File: src/rtl/rcas_pkg.sv
// Shared types and helpers for the iterative ripple-carry adder/subtractor.
package rcas_pkg;

    typedef enum logic [1:0] {
        S_IDLE = 2'd0,
        S_RUN  = 2'd1,
        S_DONE = 2'd2
    } state_t;

    localparam logic OP_ADD = 1'b0;
    localparam logic OP_SUB = 1'b1;

    // Chunk counter width; a single chunk still needs one bit.
    function automatic int cnt_width(input int n);
        return (n <= 1) ? 1 : $clog2(n);
    endfunction

endpackage

File: src/rtl/rcas_iter_if.sv
// Operand/result handshake bundle for rcas_iter; RCAS_FLAGS_EN adds zero/neg.
interface rcas_iter_if #(
    parameter int WIDTH = 16
);
    logic             in_valid;
    logic             in_ready;
    logic [WIDTH-1:0] a;
    logic [WIDTH-1:0] b;
    logic             sel;
    logic             c_in;
    logic             out_valid;
    logic             out_ready;
    logic [WIDTH-1:0] result;
    logic             c_out;
    logic             ovf;
`ifdef RCAS_FLAGS_EN
    logic             zero;
    logic             neg;

    modport master (output in_valid, a, b, sel, c_in, out_ready,
                    input  in_ready, out_valid, result, c_out, ovf, zero, neg);
    modport slave  (input  in_valid, a, b, sel, c_in, out_ready,
                    output in_ready, out_valid, result, c_out, ovf, zero, neg);
`else
    modport master (output in_valid, a, b, sel, c_in, out_ready,
                    input  in_ready, out_valid, result, c_out, ovf);
    modport slave  (input  in_valid, a, b, sel, c_in, out_ready,
                    output in_ready, out_valid, result, c_out, ovf);
`endif
endinterface

File: src/rtl/rcas_slice.sv
// Combinational CHUNK-bit ripple adder with optional B inversion.
module rcas_slice
    import rcas_pkg::*;
#(
    parameter int CHUNK = 4
) (
    input  logic [CHUNK-1:0] a,
    input  logic [CHUNK-1:0] b,
    input  logic             sel,
    input  logic             c_in,
    output logic [CHUNK-1:0] sum,
    output logic             c_out,
    output logic             c_msb
);
    logic [CHUNK-1:0] b_eff_s;
    logic [CHUNK:0]   carry_s;

    // Bitwise ripple; carry_s[i] is the carry into bit i.
    always_comb begin
        b_eff_s    = (sel == OP_SUB) ? ~b : b;
        carry_s    = {(CHUNK+1){1'b0}};
        sum        = {CHUNK{1'b0}};
        carry_s[0] = c_in;
        for (int i = 0; i < CHUNK; i++) begin
            sum[i]       = a[i] ^ b_eff_s[i] ^ carry_s[i];
            carry_s[i+1] = (a[i] & b_eff_s[i]) | (carry_s[i] & (a[i] ^ b_eff_s[i]));
        end
    end

    assign c_out = carry_s[CHUNK];
    assign c_msb = carry_s[CHUNK-1];

endmodule

File: src/rtl/rcas_iter.sv
// Multi-cycle add/sub reusing one CHUNK-bit slice; RCAS_FLAGS_EN adds zero/neg flags.
module rcas_iter
    import rcas_pkg::*;
#(
    parameter int WIDTH = 16,
    parameter int CHUNK = 4
) (
    input  logic        clk,
    input  logic        rst_n,
    rcas_iter_if.slave  bus
);
    localparam int            N        = WIDTH / CHUNK;
    localparam int            CW       = cnt_width(N);
    localparam logic [CW-1:0] LAST_CNT = CW'(N - 1);

    state_t           state_r, state_nx_s;
    logic [WIDTH-1:0] a_r, b_r, work_r, result_r, res_nx_s;
    logic             sel_r, carry_r, c_out_r, ovf_r;
    logic             in_ready_r, out_valid_r, in_ready_nx_s, out_valid_nx_s;
    logic [CW-1:0]    cnt_r;
    logic [CHUNK-1:0] a_chunk_s, b_chunk_s, sum_s;
    logic             slice_co_s, slice_cm_s, last_s;
    int               idx_s;
`ifdef RCAS_FLAGS_EN
    logic             zero_r, neg_r;
`endif

    rcas_slice #(.CHUNK(CHUNK)) u_slice (
        .a     (a_chunk_s),
        .b     (b_chunk_s),
        .sel   (sel_r),
        .c_in  (carry_r),
        .sum   (sum_s),
        .c_out (slice_co_s),
        .c_msb (slice_cm_s)
    );

    // Select the active chunk and merge its sum into the working result.
    always_comb begin
        idx_s               = int'(cnt_r) * CHUNK;
        last_s              = (cnt_r == LAST_CNT);
        a_chunk_s           = a_r[idx_s +: CHUNK];
        b_chunk_s           = b_r[idx_s +: CHUNK];
        res_nx_s            = work_r;
        res_nx_s[idx_s +: CHUNK] = sum_s;
    end

    // FSM state register.
    always_ff @(posedge clk) begin
        if (!rst_n) begin
            state_r <= S_IDLE;
        end else begin
            state_r <= state_nx_s;
        end
    end

    // FSM next-state logic.
    always_comb begin
        state_nx_s = state_r;
        case (state_r)
            S_IDLE:  if (bus.in_valid) state_nx_s = S_RUN;  else state_nx_s = S_IDLE;
            S_RUN:   if (last_s)       state_nx_s = S_DONE; else state_nx_s = S_RUN;
            S_DONE:  if (bus.out_ready) state_nx_s = S_IDLE; else state_nx_s = S_DONE;
            default: state_nx_s = S_IDLE;
        endcase
    end

    // FSM outputs, decoded from the next state so they can be registered.
    always_comb begin
        in_ready_nx_s  = (state_nx_s == S_IDLE);
        out_valid_nx_s = (state_nx_s == S_DONE);
    end

    // Handshake, operand, carry, counter and result registers.
    always_ff @(posedge clk) begin
        if (!rst_n) begin
            in_ready_r  <= 1'b1;
            out_valid_r <= 1'b0;
            a_r         <= {WIDTH{1'b0}};
            b_r         <= {WIDTH{1'b0}};
            work_r      <= {WIDTH{1'b0}};
            result_r    <= {WIDTH{1'b0}};
            sel_r       <= OP_ADD;
            carry_r     <= 1'b0;
            c_out_r     <= 1'b0;
            ovf_r       <= 1'b0;
            cnt_r       <= {CW{1'b0}};
`ifdef RCAS_FLAGS_EN
            zero_r      <= 1'b0;
            neg_r       <= 1'b0;
`endif
        end else begin
            in_ready_r  <= in_ready_nx_s;
            out_valid_r <= out_valid_nx_s;
            case (state_r)
                S_IDLE: begin
                    if (bus.in_valid) begin
                        a_r     <= bus.a;
                        b_r     <= bus.b;
                        sel_r   <= bus.sel;
                        carry_r <= bus.c_in;
                        cnt_r   <= {CW{1'b0}};
                    end
                end
                S_RUN: begin
                    work_r  <= res_nx_s;
                    carry_r <= slice_co_s;
                    cnt_r   <= cnt_r + CW'(1);
                    // Visible outputs update only on the DONE entry edge.
                    if (last_s) begin
                        result_r <= res_nx_s;
                        c_out_r  <= slice_co_s;
                        ovf_r    <= slice_co_s ^ slice_cm_s;
`ifdef RCAS_FLAGS_EN
                        zero_r   <= (res_nx_s == {WIDTH{1'b0}});
                        neg_r    <= res_nx_s[WIDTH-1];
`endif
                    end
                end
                default: begin
                end
            endcase
        end
    end

    assign bus.in_ready  = in_ready_r;
    assign bus.out_valid = out_valid_r;
    assign bus.result    = result_r;
    assign bus.c_out     = c_out_r;
    assign bus.ovf       = ovf_r;
`ifdef RCAS_FLAGS_EN
    assign bus.zero      = zero_r;
    assign bus.neg       = neg_r;
`endif

endmodule
File: src/flat_wrapper.sv
// flat-port wrapper written by rule: the top's interface ports become plain ports
module rcas_iter_flat import rcas_pkg::*;
#(
    parameter int WIDTH = 16,
    parameter int CHUNK = 4
)
  (clk, rst_n, bus_in_valid, bus_a, bus_b, bus_sel, bus_c_in, bus_out_ready, bus_in_ready, bus_out_valid, bus_result, bus_c_out, bus_ovf);
  rcas_iter_if #(.WIDTH(WIDTH)) bus_i ();
  input  logic clk;
  input  logic rst_n;
  input wire logic [$bits(bus_i.in_valid)-1:0] bus_in_valid;
  input wire logic [$bits(bus_i.a)-1:0] bus_a;
  input wire logic [$bits(bus_i.b)-1:0] bus_b;
  input wire logic [$bits(bus_i.sel)-1:0] bus_sel;
  input wire logic [$bits(bus_i.c_in)-1:0] bus_c_in;
  input wire logic [$bits(bus_i.out_ready)-1:0] bus_out_ready;
  output wire logic [$bits(bus_i.in_ready)-1:0] bus_in_ready;
  output wire logic [$bits(bus_i.out_valid)-1:0] bus_out_valid;
  output wire logic [$bits(bus_i.result)-1:0] bus_result;
  output wire logic [$bits(bus_i.c_out)-1:0] bus_c_out;
  output wire logic [$bits(bus_i.ovf)-1:0] bus_ovf;
  assign bus_i.in_valid = bus_in_valid;
  assign bus_i.a = bus_a;
  assign bus_i.b = bus_b;
  assign bus_i.sel = bus_sel;
  assign bus_i.c_in = bus_c_in;
  assign bus_i.out_ready = bus_out_ready;
  assign bus_in_ready = bus_i.in_ready;
  assign bus_out_valid = bus_i.out_valid;
  assign bus_result = bus_i.result;
  assign bus_c_out = bus_i.c_out;
  assign bus_ovf = bus_i.ovf;
  rcas_iter #(.WIDTH(WIDTH), .CHUNK(CHUNK)) u_core (.clk(clk), .rst_n(rst_n), .bus(bus_i));
endmodule
File: config.mk
export PLATFORM = sky130hd
export DESIGN_NAME = rcas_iter_flat
export DESIGN_NICKNAME = d
export VERILOG_FILES = /design/src/rtl/rcas_pkg.sv /design/src/rtl/rcas_iter_if.sv /design/src/rtl/rcas_slice.sv /design/src/rtl/rcas_iter.sv /design/src/flat_wrapper.sv
export SDC_FILE = /design/constraint.sdc
export NUM_CORES = 1
export LEC_CHECK = 0
export ABC_AREA = 1
export CORE_MARGIN = 1.5
export CORE_UTILIZATION = 57
export DETAILED_ROUTE_END_ITERATION = 10
export PLACE_DENSITY_LB_ADDON = 0.25
export RECOVER_POWER = 50
export SETUP_SLACK_MARGIN = 0.3
export SLEW_MARGIN = 10
export SYNTH_ARGS = -nofsm -noshare
export SYNTH_HDL_FRONTEND = slang
export SYNTH_SLANG_ARGS = --single-unit
File: constraint.sdc
create_clock -name clk -period 5.8 [get_ports clk]
set_input_delay 0.87 -clock clk [delete_from_list [all_inputs] [get_ports clk]]
set_output_delay 0.87 -clock clk [all_outputs]
set_load 0.005 [all_outputs]
# Word-level counts from Yosys, hierarchy flattened
# Index checks and enable logic that the tools add are counted.
# word_totals
ff_bits	74
inputBits	38
# classes
muxes	10
shift	4
bitwise_logic	22
reduce_logical	6
n_eq_ne	5
add_sub_neg	2
# op_table
cell	count
$neg A4 Y33	1
$shift A4 B33 Y16 const A	1
$shiftx A4 B33 Y16	1
$shiftx A16 B5 Y4	2
$bwmux W16	1
$xor A1 B1 Y1	9
$and A1 B1 Y1	8
$eq A2 B2 Y1 const B	3
$mux W2	3
$pmux W2 S3	1
$reduce_and A2 Y1	3
$logic_not A2 Y1	2
$mux W4	1
$not A4 Y4	1
$or A1 B1 Y1	4
$pmux W2 S2	1
$add A2 B1 Y2 const B	1
$eq A2 B1 Y1 const B	1
$mux W1	2
$ne A2 B2 Y1 const B	1
$pmux W1 S2	1
$reduce_bool A2 Y1	1

# Longest topological paths before layout
# depth
word_depth	13
ltp_mapped	16
mapped_depth_nobuf	16

# By module
# From an unflattened synthesis, not the netlist that was laid out.
# hier_totals
cells_unflattened	534
area_unflattened_um2	3548.4
# by_module_without_submodules
module	n_inst	cells_each	area_per_inst_um2	seq_area_each_um2
rcas_iter	1	505	3374.5	1481.4
rcas_slice	1	29	173.9	0.0

# Least setup slack after synthesis
# No wires, ideal clock.
# synth_path
path_kind	reg2reg
from	register u_core.cnt_r[1]
to	register u_core.result_r[15], in the netlist u_core.bus.result[15]
setup_ps	56
path_buffers	1
period_less_slack_ps	2951
path_slack_ps	2849
t_arrival_ps	2895
path_stages_with_launch	16
cell_sequence	dfxtp_1 buf_2 clkinv_1 nand3_1 nand3_1 nand2_1 fa_1 inv_1 fa_1 fa_1 fa_1 nor2_1 nand3_1 nand3_1 nand2_1 inv_1
# synth_via
elab_chain_len	13
# synth_rtl
item	line_no	text
start, declared	rcas_iter.sv:20	logic [CW-1:0] cnt_r;
start signal, assigned	rcas_iter.sv:87	cnt_r <= {CW{1'b0}};
start signal, assigned	rcas_iter.sv:102	cnt_r <= {CW{1'b0}};
start signal, assigned	rcas_iter.sv:108	cnt_r <= cnt_r + CW'(1);
$shiftx A16 B5 Y4	rcas_iter.sv:43	b_chunk_s = b_r[idx_s +: CHUNK];
$not A4 Y4	rcas_slice.sv:20	b_eff_s = (sel == OP_SUB) ? ~b : b;
$mux W4	rcas_slice.sv:20	
$xor A1 B1 Y1	rcas_slice.sv:25, rcas_slice.sv:26	
$and A1 B1 Y1	rcas_slice.sv:26	carry_s[i+1] = (a[i] & b_eff_s[i]) | (carry_s[i] & (a[i] ^ b_eff_s[i]));
$or A1 B1 Y1	rcas_slice.sv:26	
$and A1 B1 Y1	rcas_slice.sv:26	
$or A1 B1 Y1	rcas_slice.sv:26	
$and A1 B1 Y1	rcas_slice.sv:26	
$or A1 B1 Y1	rcas_slice.sv:26	
$xor A1 B1 Y1	rcas_slice.sv:25	sum[i] = a[i] ^ b_eff_s[i] ^ carry_s[i];
$shiftx A4 B33 Y16	rcas_iter.sv:45	res_nx_s[idx_s +: CHUNK] = sum_s;
$bwmux W16	rcas_iter.sv:45	
end signal, assigned	rcas_iter.sv:82	result_r <= {WIDTH{1'b0}};
end signal, assigned	rcas_iter.sv:111	result_r <= res_nx_s;
end, declared	rcas_iter.sv:17	logic [WIDTH-1:0] a_r, b_r, work_r, result_r, res_nx_s;
# Parallel ways exist; a longest one is shown, timed or not.
# A chain may end at the register's enable or synchronous reset.

# Worst setup path after layout
# layout_path
from	register u_core.cnt_r[1]
to	register u_core.work_r[7]
# layout_via
elab_chain_len	13
# layout_rtl
item	line_no	text
$shiftx A16 B5 Y4	rcas_iter.sv:43	
$not A4 Y4	rcas_slice.sv:20	
$mux W4	rcas_slice.sv:20	
$xor A1 B1 Y1	rcas_slice.sv:25, rcas_slice.sv:26	
$and A1 B1 Y1	rcas_slice.sv:26	
$or A1 B1 Y1	rcas_slice.sv:26	
$and A1 B1 Y1	rcas_slice.sv:26	
$or A1 B1 Y1	rcas_slice.sv:26	
$and A1 B1 Y1	rcas_slice.sv:26	
$or A1 B1 Y1	rcas_slice.sv:26	
$xor A1 B1 Y1	rcas_slice.sv:25	
$shiftx A4 B33 Y16	rcas_iter.sv:45	
$bwmux W16 (*)	rcas_iter.sv:45	
end signal, assigned	rcas_iter.sv:81	work_r <= {WIDTH{1'b0}};
end signal, assigned	rcas_iter.sv:106	work_r <= res_nx_s;
end, declared	rcas_iter.sv:17	
# Mark *: on every way between the ends. The rest lies on a longest branch, timed or not.

==> run_results.csv <==
group,metric,value,unit
status,status,"finished clean",
route,route.detailed.drc,0,
critical_path,cp-startpoint,"u_core.cnt_r[1]",
timing,finalCriticalPeriod,3.52,ns
clocking,clk_path_buf_depth,2,
clocking,post_cts.repair.setup_buffers,0,
clocking,cts_tree,"done",
timing,finalSetupViolations,0,
route,post_drt_via_cell_ratio,5.05,
route,detail_route.iter0.violations,204,
power_and_ir_drop,leakage,2.02,nW
critical_path,cp-end-kind,"flip-flop",
cells_and_area,final_cells,649,
critical_path,crit_family,"adder cells",
yosys,yosysSeqAreaShare,41.3,%
grt,grt_first_pass_wirelength,12400,um
placement,dp.cells,634,
die,io_pins,58,
yosys,netlist_area,0.00358,mm^2
clocking,clock_sinks,74,
yosys,netlist_top_cells_count,"nor2_1, nand2_1, dfxtp_1",
yosys,ys_types,23,
cells_and_area,drive_above_1_share,5.57,%
power_and_ir_drop,cellPowerDensity,273,mW/mm^2
timing,fmax,284,MHz
timing,setup_tns,0,ns
yosys,synthArstFlopShare,0,%
yosys,synth_warnings,0,
placement,gp_congestion,0.890,
critical_path,timing.rr.start,"u_core.cnt_r[1]",
timing,skew,0.00747,ns
min_path,hold_path_depth,2,
yosys,synth.largest_area_cell,"dfxtp_1",
yosys,ys_ff_latch,74,
critical_path,crit_cells,14,
critical_path,cp_max_fo,13,
placement,place_area,0.00409,mm^2
cells_and_area,finalInstanceArea,0.00428,mm^2
timing,hold_viol,0,
clocking,cts_hold_buf,0,
min_path,hold_class,"reg -> reg",
yosys,syn_inst,526,
critical_path,crit_buf_inv,3,
cells_and_area,nets,618,
yosys,synth_top_area_share,41.3,%
route,routed_wl,7360,um
critical_path,required,6.09,ns
timing,relSlewSlack,36.4,%
grt,grt_max_degree,39,
clocking,cts_resized,0,
critical_path,start_kind,"flip-flop",
placement,post-dp-hpwl,5040,um
yosys,synth_edf_count,0,
route,firstDrtPassIters,4,
cells_and_area,syn2layout_area_growth,19.5,%
die,floorplan.rows,28,
critical_path,path_class,"reg -> reg",
clocking,clock_tree.root_cell,"clkbuf_8",
yosys,synth-main-ff-cell,"dfxtp_1",
power_and_ir_drop,peakVddDrop,0.158,mV
timing,rsz0062_at_grt,"false",
critical_path,rr_worst_depth,14,
job,max-cap-violations,0,
timing,slew_violations,0,
critical_path,crit_path_top_delay_cell,"dfxtp_1",
yosys,syn_nets,574,
route,via_count,3278,
route,ant_nets,0,
clocking,cts_buffers,9,
critical_path,crit_end,"u_core.work_r[7]",
cells_and_area,final.fill_count,477,
timing,tightest_slew,0.951,ns
critical_path,crit_arrival,3.80,ns
cells_and_area,antenna_cells,0,
placement,port_buffers,57,
die,die_y,82.3,um
timing,final.period_utilization,60.6,%
yosys,synthMostInstantiatedCell,"nor2_1",
yosys,synth_area_per_cell,6.81,um^2
grt,gr-total-overflow,0,
die,die_w,82.3,um
critical_path,r2r_slack,2.28,ns
critical_path,slowest_delay,0.60,ns
critical_path,path_cells,"clkinv_1 > nand3_1 > nand3_1 > nand2_1 > fa_1 > inv_1 > fa_1 > fa_1 > fa_1 > nor2_1 > nand3_1 > nand3_1 > nand2_1 > inv_1",
die,core-area,0.00599,mm^2
yosys,netlist_top_cells_area,"dfxtp_1, nor2_1, nand2_1",
die,start_util,59.8,%
critical_path,timing.rr.end,"u_core.work_r[7]",
grt,grt_antenna_before_repair,0,
route,wl_per_cell,11.3,um
clocking,htreeDepth,3,
grt,grt_pass1_vias,2852,
die,die_area,0.00677,mm^2
clocking,clkLatencyLatePin,0.34,ns
clocking,clk_pin_slew,0.07,ns
grt,track_usage,23.4,%
registers in the layout, summed over array words and instances (netlist names):
register,count
u_core.bus.out_valid,1
u_core.cnt_r,2
u_core.state_r,2
u_core.bus.in_ready,1
u_core.sel_r,1
u_core.work_r,16
u_core.a_r,16
u_core.carry_r,1
u_core.b_r,16
u_core.bus.c_out,1
u_core.bus.ovf,1
u_core.bus.result,16
cell usage in the layout (no fill, tap or decap), drive strengths merged, types with 2 or more instances in the layout:
cell type        n
a21oi           10
bufinv           2
clkbuf          12
clkdlybuf4s50   35
clkinv           2
dfxtp           74
dlygate4sd3     22
fa               4
ha               6
inv             53
nand2           95
nand3           64
nor2           150
o21ai           42
cell families after synthesis:
family,share of synthesized area (%)
and+or+nand+nor,36.3
AOI/OAI and AO/OA,7.44
adders and majority gates,4.33
xor gates and xnor gates,0.244
DFF,41.3
buffers and inverters,10.3
tightest hold or removal path, delay by kind of cell (launching register included):
family	cells	cell delay, ns
buffers and inverters	1	0.06
flip-flops	1	0.30
AO/OA/AOI/OAI	1	0.06
worst min path at each step:
| stage | startpoint | endpoint | slack [ns] |
|---|---|---|---|
| after floorplan | u_core.a_r[1] | u_core.a_r[1] | 0.42 |
| after global placement | u_core.a_r[3] | u_core.a_r[3] | 0.45 |
| after detailed placement | u_core.a_r[3] | u_core.a_r[3] | 0.46 |
| after CTS | u_core.a_r[3] | u_core.a_r[3] | 0.47 |
| after global routing | u_core.a_r[1] | u_core.a_r[1] | 0.50 |
| final | u_core.a_r[1] | u_core.a_r[1] | 0.46 |
stage by stage:
stage | setup slack (ns) | total power, mW | utilization [%] | hold WS [ns]
finish | 2.28 | 1.17 | 71.5 | 0.462
global route | 2.01 | 1.23 | 71.5 | 0.499
detailed placement | 2.33 | 0.764 | 68.3 | 0.456
floorplan | 2.85 | 0.709 | - | 0.424
global placement | 2.50 | 0.757 | 68.3 | 0.449
CTS | 2.31 | 1.18 | 71.6 | 0.466
power breakdown:
part | total (mW) | switching (mW) | internal, mW
clock network | 0.417 | 0.177 | 0.240
logic | 0.195 | 0.114 | 0.0808
registers | 0.557 | 0.0186 | 0.539
metal layers:
layer  part of all wire (%)  track usage (%)
met1                     44             28.8
met5                      0                0
met4                   0.79             8.31
met3                    4.9             5.05
met2                     51             40.2
final cells by class:
type	instances	area (um^2)	share of cell area, %
well taps	75	93.8	2.19
clock inverters	3	65.1	1.52
clock buffers	12	135	3.16
repair buffers	58	578	13.5
inverters	54	205	4.79
multi-input cells	373	1720	40.3
flip-flops and latches	74	1480	34.6
Note: power is estimated with default switching activity, not from simulation.
